## config.mk

```make
export PLATFORM = sky130hd
export DESIGN_NAME = dmem_responder
export DESIGN_NICKNAME = d
export VERILOG_FILES = /design/src/rtl/mips_pkg.sv /design/src/rtl/dmem_ram.sv /design/src/rtl/dmem_responder.sv
export SDC_FILE = /design/constraint.sdc
export NUM_CORES = 2
export LEC_CHECK = 0
export ABC_AREA = 0
export CORE_UTILIZATION = 40
export CTS_CLUSTER_SIZE = 24
export DETAILED_ROUTE_END_ITERATION = 8
export GPL_ROUTABILITY_DRIVEN = 0
export GPL_TIMING_DRIVEN = 1
export REMOVE_ABC_BUFFERS = 1
export SLEW_MARGIN = 20
export SYNTH_ARGS = -nofsm -noshare
export SYNTH_HDL_FRONTEND = slang
export SYNTH_SLANG_ARGS = --single-unit
```

## constraint.sdc

```tcl
create_clock -name clk -period 8.5 [get_ports clk]
set_clock_uncertainty 0.15 [all_clocks]
set_input_delay 0.85 -clock clk [delete_from_list [all_inputs] [get_ports clk]]
set_output_delay 0.85 -clock clk [all_outputs]
set_load 0.01 [all_outputs]
```

## src/rtl/mips_pkg.sv

```systemverilog
// Shared definitions for the MIPS memory stage: word/address geometry,
// the data-memory responder state encoding and its latency counter width.
package mips_pkg;
  localparam int WORD_W   = 32;
  localparam int ADDR_LSB = 2;
  localparam int CNT_W    = 8;

  typedef enum logic [1:0] {
    IDLE = 2'd0,
    BUSY = 2'd1,
    DONE = 2'd2
  } state_e;
endpackage

```

## src/rtl/dmem_ram.sv

```systemverilog
// Synchronous single-port data RAM with write enable and registered read.
// The read returns the contents from before a same-edge write.
module dmem_ram
  import mips_pkg::*;
#(
  parameter int DEPTH_WORDS = 64,
  parameter int IDX_W       = $clog2(DEPTH_WORDS)
) (
  input  logic              clk,
  input  logic              we,
  input  logic [IDX_W-1:0]  addr,
  input  logic [WORD_W-1:0] wdata,
  output logic [WORD_W-1:0] rdata
);
  logic [WORD_W-1:0] mem [DEPTH_WORDS];
  logic [WORD_W-1:0] rdata_q;

  always_ff @(posedge clk) begin
    if (we) mem[addr] <= wdata;
    rdata_q <= mem[addr];
  end

  assign rdata = rdata_q;
endmodule

```

## src/rtl/dmem_responder.sv

```systemverilog
// M-stage data-memory responder: one load/store per request, LATENCY busy cycles,
// StallM holds the pipeline until DONE. Optional macro: DMEM_ALIGN_CHECK_EN.
module dmem_responder
  import mips_pkg::*;
#(
  parameter int DEPTH_WORDS = 64,
  parameter int LATENCY     = 2
) (
  input  logic              clk,
  input  logic              reset,
  input  logic              MemWriteM,
  input  logic              MemtoRegM,
  input  logic [WORD_W-1:0] ALUOutM,
  input  logic [WORD_W-1:0] WriteDataM,
  output logic [WORD_W-1:0] ReadDataM,
  output logic              StallM,
  output logic              MisalignM
);
  localparam int IDX_W = $clog2(DEPTH_WORDS);

  state_e            state_q, state_d;
  logic [CNT_W-1:0]  cnt_q, cnt_d;
  logic [IDX_W-1:0]  idx_q, idx_d;
  logic [WORD_W-1:0] wdata_q, wdata_d;
  logic [WORD_W-1:0] rdata_q, rdata_d;
  logic              st_q, st_d, ld_q, ld_d;
  logic              mis_q, mis_d;

  logic              req, misalign_req, ram_we;
  logic [IDX_W-1:0]  ram_idx;
  logic [WORD_W-1:0] ram_rdata;
  logic              unused_addr;

  assign req = MemWriteM | MemtoRegM;
  assign unused_addr = &{1'b0, ALUOutM};

`ifdef DMEM_ALIGN_CHECK_EN
  assign misalign_req = |ALUOutM[ADDR_LSB-1:0];
`else
  assign misalign_req = 1'b0;
`endif

  // In IDLE the RAM reads the live address so the registered read is
  // already valid by the last BUSY cycle, even when LATENCY is 1.
  assign ram_idx = (state_q == IDLE) ? ALUOutM[ADDR_LSB +: IDX_W] : idx_q;
  assign ram_we  = (state_q == BUSY) && (cnt_q == '0) && st_q && !reset;

  dmem_ram #(.DEPTH_WORDS(DEPTH_WORDS), .IDX_W(IDX_W)) u_ram (
    .clk   (clk),
    .we    (ram_we),
    .addr  (ram_idx),
    .wdata (wdata_q),
    .rdata (ram_rdata)
  );

  always_comb begin
    state_d = state_q;
    cnt_d   = cnt_q;
    idx_d   = idx_q;
    wdata_d = wdata_q;
    rdata_d = rdata_q;
    st_d    = st_q;
    ld_d    = ld_q;
    mis_d   = 1'b0;
    case (state_q)
      IDLE: if (req) begin
        idx_d   = ALUOutM[ADDR_LSB +: IDX_W];
        wdata_d = WriteDataM;
        st_d    = MemWriteM;
        ld_d    = MemtoRegM;
        if (misalign_req) begin
          rdata_d = '0;
          mis_d   = 1'b1;
          state_d = DONE;
        end else begin
          cnt_d   = CNT_W'(LATENCY - 1);
          state_d = BUSY;
        end
      end
      BUSY: if (cnt_q == '0) begin
        // Store-with-load returns the store data, not the old RAM word.
        if (ld_q) rdata_d = st_q ? wdata_q : ram_rdata;
        state_d = DONE;
      end else begin
        cnt_d = cnt_q - 1'b1;
      end
      DONE:    state_d = IDLE;
      default: state_d = IDLE;
    endcase
  end

  always_ff @(posedge clk) begin
    if (reset) begin
      state_q <= IDLE;
      cnt_q   <= '0;
      idx_q   <= '0;
      wdata_q <= '0;
      rdata_q <= '0;
      st_q    <= 1'b0;
      ld_q    <= 1'b0;
      mis_q   <= 1'b0;
    end else begin
      state_q <= state_d;
      cnt_q   <= cnt_d;
      idx_q   <= idx_d;
      wdata_q <= wdata_d;
      rdata_q <= rdata_d;
      st_q    <= st_d;
      ld_q    <= ld_d;
      mis_q   <= mis_d;
    end
  end

  assign StallM    = req & (state_q != DONE) & ~reset;
  assign ReadDataM = rdata_q;
  assign MisalignM = mis_q;
endmodule

```

== Word-level counts from Yosys, hierarchy flattened ==
Memory sizes are Yosys's and may differ from the RTL's. A register that Yosys moved wholly into a read port is not among the register bits.
Index checks and enable logic that the tools add are counted.

* Bits in writable memories: 2048
* Bits in registers: 82
* Logic and storage cells: 39
* Memories: 1

* Add/sub/neg operators: 1
* Muxes and demuxes: 10
* Eq/ne operators: 5
* Reduce and logical (&&, ||, !) cells: 11
* Bitwise logic cells: 4

{| class="wikitable"
|+ Memories
! memory !! depth !! bits a word !! rd ports !! clocked after memory_dff !! write ports !! RTL line !! RTL
|-
| u_ram.mem || 64 || 32 || 1 || 1 || 1 || dmem_ram.sv:15 || <nowiki>logic [WORD_W-1:0] mem [DEPTH_WORDS];</nowiki>
|}

{| class="wikitable"
|+ Operator list
! cell !! number
|-
| 32-bit 2-to-1 mux || 1
|-
| 8-bit 2-to-1 mux || 2
|-
| 8-bit case mux with 2 select lines || 1
|-
| 8-bit zero test || 1
|-
| 8-bit by 1-bit subtractor with 8-bit output (second input constant) || 1
|-
| 6-bit 2-to-1 mux || 1
|-
| 2-bit inequality test (second input constant) || 3
|-
| 3-bit AND reduction || 2
|-
| 2-bit 2-to-1 mux || 2
|-
| 2-bit case mux with 2 select lines || 1
|-
| 2-bit AND reduction || 2
|-
| 1-bit logical AND || 3
|-
| 1-bit bitwise AND || 2
|-
| 2-bit by 1-bit == test with 1-bit output (second input constant) || 1
|-
| 2-bit zero test || 1
|-
| 1-bit 2-to-1 mux || 2
|-
| 2-bit by 1-bit inequality test with 1-bit output (second input constant) || 1
|-
| 2-bit nonzero test || 1
|-
| 1-bit zero test || 1
|-
| 1-bit inverter || 1
|-
| 1-bit bitwise OR || 1
|}

== Longest topological paths before layout ==
* Depth in word-level cells: 6
* Mapped depth: 12

== Modules after synthesis ==
A second synthesis with hierarchy kept.

* Cell total of the unflattened synthesis: 4630
* Area total of the unflattened synthesis: 82461.6 um^2

{| class="wikitable"
|+ Modules (own cells, without submodules)
! module !! cells each !! seq. area each (um^2) !! times used !! area an instance (um^2)
|-
| dmem_ram || 4239 || 62139.6 || 1 || 78928.2
|-
| dmem_responder || 391 || 1641.6 || 1 || 3533.4
|}

== Worst setup path after synthesis ==
OpenSTA, ideal clock, no wires.

* Kind: input to register
* From: input ALUOutM[4]
* To: memory u_ram.mem[10][0], enable pin
* Cell stages on the path: 6
* Data arrival time: 3330 ps
* Setup slack: 4598 ps
* Setup time: 421 ps
* Buffers on the path: 2
* Cell sequence: clkbuf_2 > or3b_1 > clkbuf_1 > o21ai_0 > nand3_1 > nor2_1

* Longest elaborated chain between the ends: 1

{| class="wikitable"
|+ RTL lines
! element !! RTL line !! RTL
|-
| from (decl) || dmem_responder.sv:13 || <nowiki>input logic [WORD_W-1:0] ALUOutM,</nowiki>
|-
| 6-bit 2-to-1 mux || dmem_responder.sv:45 || <nowiki>assign ram_idx = (state_q == IDLE) ? ALUOutM[ADDR_LSB +: IDX_W] : idx_q;</nowiki>
|-
| to (decl) || dmem_ram.sv:15 ||
|}

Every way passes these cells.

== Final worst setup path ==
* From: register state_q[1]
* To: register u_ram.rdata_q[20] (netlist: u_ram.rdata[20]), read port of u_ram.mem

* Longest elaborated chain between the ends: 2

{| class="wikitable"
|+ RTL lines
! element !! RTL line !! RTL
|-
| from (decl) || dmem_responder.sv:21 || <nowiki>state_e state_q, state_d;</nowiki>
|-
| from (signal assigned) || dmem_responder.sv:103 || <nowiki>state_q <= state_d;</nowiki>
|-
| 2-bit zero test || dmem_responder.sv:45 ||
|-
| 6-bit 2-to-1 mux || dmem_responder.sv:45 ||
|-
| to (decl) || dmem_ram.sv:16 || <nowiki>logic [WORD_W-1:0] rdata_q;</nowiki>
|}

Every way passes these cells.
A chain may end at the register's enable or synchronous reset.

==> flow_metrics.env <==
export IMPL_outcome="finished, violations left"
export IMPL_violations="design-rule violations"
export IMPL_syn_instance_count=4294
export IMPL_drv_slew=0
export IMPL_reg2reg_depth=9
export IMPL_synth_edff_count=2048
export IMPL_die_area_um2=198500
export IMPL_tritoncts="built"
export IMPL_critPathTopFamily="simple AND/OR/NAND/NOR gates"
export IMPL_nNetsFinal=4522
export IMPL_min_period_over_period=0.5743
export IMPL_r2r_setup_slack_ns=3.62
export IMPL_post_cts_buffers=0
export IMPL_ys_seq_area_frac=0.8104
export IMPL_crit_path_start_kind="flop"
export IMPL_ys_flop_type="edfxtp_1"
export IMPL_post_dp_cell_area_um2=83550
export IMPL_cp_arrival_ns=5.41
export IMPL_hold_path_class="in -> reg"
export IMPL_r2r_start="state_q[1]$_SDFFE_PP0P_"
export IMPL_die_y_um=445.6
export IMPL_vias_per_cell=6.139
export IMPL_wirelength_um=231800
export IMPL_track_usage=0.2286
export IMPL_cts_sinks=2162
export IMPL_power_total_mw=26.18
export IMPL_slew_headroom=0.1428
export IMPL_grt_max_degree=107
export IMPL_vias=44570
export IMPL_cp_data_required_time_ns=9.03
export IMPL_setup_tns_ns=0
export IMPL_criticalPathCategory="reg -> reg"
export IMPL_wl_per_cell_um=31.93
export IMPL_hold_buffers=0
export IMPL_r2r_end="u_ram.rdata[20]$_DFF_P_"
export IMPL_clk_pin_slew_ns=0.06
export IMPL_async_flop_share=0
export IMPL_ctsLongestPathBuffers=3
export IMPL_coreArea_um2=195200
export IMPL_final_area_um2=90370
export IMPL_rows=162
export IMPL_whs_ns=0.3117
export IMPL_ys_ff_latch=2162
export IMPL_ant_nets=0
export IMPL_drv_cap=0
export IMPL_h_tree_depth=4
export IMPL_ys_warn_count=0
export IMPL_worst_hold_path_endpoint="cnt_q[1]$_SDFFE_PP0P_"
export IMPL_hpwl_um=121000
export IMPL_first_pass_iters=9
export IMPL_holdCritStartpoint="reset"
export IMPL_peakVddDrop_v=0.0002852
export IMPL_drive_gt1_frac=0.1561
export IMPL_min_delay_path_depth=2
export IMPL_syn_area_um2=78700
export IMPL_cts_resized=0
export IMPL_io_buffers=74
export IMPL_path_max_fanout=84
export IMPL_hold_viol=0
export IMPL_post_route_util=0.4630
export IMPL_slowest_delay_ns=1.13
export IMPL_grt_pass1_wl_um=323300
export IMPL_start_util=0.4032
export IMPL_clockRootBuffer="clkbuf_16"
export IMPL_cp_slowest_cell="nor4_2"
export IMPL_clock_latency_ns=0.84
export IMPL_setup_viol_count_final=0
export IMPL_setup_worst_path_end_class="flop"
export IMPL_drtIter0Drc=6317
export IMPL_grt_pass1_vias=42600
export IMPL_ios=102
export IMPL_synth_cell_types=62
export IMPL_antenna_found_initial=7
export IMPL_overflow=0
export IMPL_power_density_nw_per_um2=289.7
export IMPL_dieWidth_um=445.6
export IMPL_drc=9
export IMPL_worst_slew_pin_slew_ns=1.274
export IMPL_syn_area_per_cell_um2=18.33
export IMPL_max_freq_mhz=204.9
export IMPL_path_buf_inv=2
export IMPL_leakage_nw=27.58
export IMPL_path_cells="nor2_2, buf_4, a21o_4, buf_12, mux2_1, a222oi_1, a31oi_1, nor4_2, nand2_1"
export IMPL_rsz0062_at_grt="false"
export IMPL_min_period_ns=4.881
export IMPL_area_growth_pct=14.83
export IMPL_cts_buffers=210
==> synthesized netlist by cell type (4+ instances only) <==
| cell | instances | area [um^2] |
|---|---|---|
| dfxtp_1 | 114 | 2282 |
| clkbuf_1 | 142 | 533.0 |
| inv_1 | 5 | 18.77 |
| a222oi_1 | 150 | 1501 |
| buf_1 | 32 | 120.1 |
| a22oi_1 | 522 | 3919 |
| a31oi_1 | 238 | 1489 |
| mux2_1 | 20 | 225.2 |
| a221oi_1 | 95 | 832.1 |
| nand2_1 | 133 | 499.2 |
| edfxtp_1 | 2048 | 61500 |
| nand2b_1 | 7 | 43.79 |
| nor2_1 | 122 | 457.9 |
| nor3_1 | 15 | 75.07 |
| buf_6 | 10 | 112.6 |
| mux2i_1 | 42 | 420.4 |
| o22ai_2 | 4 | 50.05 |
| a211oi_1 | 37 | 277.8 |
| nand3_1 | 26 | 130.1 |
| a22o_1 | 93 | 814.5 |
| mux2_4 | 34 | 510.5 |
| a21oi_1 | 60 | 300.3 |
| and3_1 | 5 | 31.28 |
| or2_2 | 5 | 31.28 |
| buf_2 | 100 | 500.5 |
| nor4_1 | 57 | 356.6 |
| xor2_1 | 4 | 35.03 |
| nand4_1 | 16 | 100.1 |
| o21ai_0 | 13 | 65.06 |
| buf_4 | 8 | 60.06 |
| mux2_2 | 92 | 1036 |
==> flip-flops by register name, indices dropped and copies added, names as in the netlist <==
name,flops
u_ram.rdata,32
ReadDataM,32
wdata_q,32
state_q,2
st_q,1
cnt_q,8
ld_q,1
idx_q,6
u_ram.mem,2048
==> metrics by stage <==
| stage | worst slack [ns] | std cells |
|---|---|---|
| after global placement | 3.210 | 6859 |
| final | 3.619 | 7260 |
| after global routing | 3.494 | 7258 |
| after detailed placement | 3.185 | 6862 |
| after floorplan | -3.619 | 4001 |
| after CTS | 3.550 | 7255 |
==> worst max path at each step <==
stage                            start                       to  slack [ns]  cells past startpoint
2_1_floorplan               ALUOutM[2]   u_ram.rdata[0]$_DFF_P_       -3.62                      6
3_3_place_gp                ALUOutM[6]   u_ram.rdata[5]$_DFF_P_        3.21                      7
3_5_place_dp                ALUOutM[6]   u_ram.rdata[5]$_DFF_P_        3.19                      7
4_1_cts        state_q[1]$_SDFFE_PP0P_   u_ram.rdata[5]$_DFF_P_        3.55                      8
5_1_grt        state_q[1]$_SDFFE_PP0P_  u_ram.rdata[20]$_DFF_P_        3.49                      9
6_report       state_q[1]$_SDFFE_PP0P_  u_ram.rdata[20]$_DFF_P_        3.62                      9
==> power by group <==
part	internal, mW	switching [mW]	total [mW]	leakage (nW)
Combinational	1.33	3.17	4.51	4.54
Clock	5.24	3.93	9.17	3.30
Sequential	12.3	0.204	12.5	19.7
==> layout make-up <==
class / instances / area (um^2)
Fill cell: 16300 / 104800
Clock buffer: 276 / 5639
Antenna cell: 3 / 7.507
Tap cell: 2624 / 3283
Multi-Input combinational cell: 1834 / 14250
Clock inverter: 117 / 1102
Sequential cell: 2162 / 63840
Timing Repair Buffer: 239 / 2235
Inverter: 5 / 18.77
==> worst reg2reg max path, cell delays in order, from the launching register on <==
cell,delay (ns)
dfxtp_1,0.45
nor2_2,0.18
buf_4,0.30
a21o_4,0.59
buf_12,0.63
mux2_1,0.46
a222oi_1,0.32
a31oi_1,0.41
nor4_2,1.14
nand2_1,0.11
==> layout by cell type, fill, tap and decap left out, types with 65 or more instances in the layout <==
cell type and n:
a22oi_1 522, nor2_4 65, clkdlybuf4s50_1 73, a22o_1 93, edfxtp_1 2048, mux2_2 92
a31oi_1 238, buf_4 146, clkbuf_16 212, a222oi_1 150, dfxtp_1 81, a221oi_1 95
nand2_1 131
==> cell families after synthesis <==
group / count (synthesis) / share of synthesized area
multiplexers: 188 / 0.02785
other: 1 / 0.00004765
AND/OR/NAND/NOR: 403 / 0.02347
adder cells (fa/ha/maj): 2 / 0.0003179
buffers and inverters: 298 / 0.01715
AO/OA/AOI/OAI: 1234 / 0.1201
XOR/XNOR: 6 / 0.0006677
flip-flops: 2162 / 0.8104
==> metal layers <==
metal  GRT usage  vias to the layer above  wire (um)
met1      0.3185                    23230      92530
met4     0.06158                        4       5595
met2      0.3695                     2574     110300
met3     0.04083                      293      23380
li1            -                    18470          -
met5           0                        -         21
(Power assumes the default switching activity.)
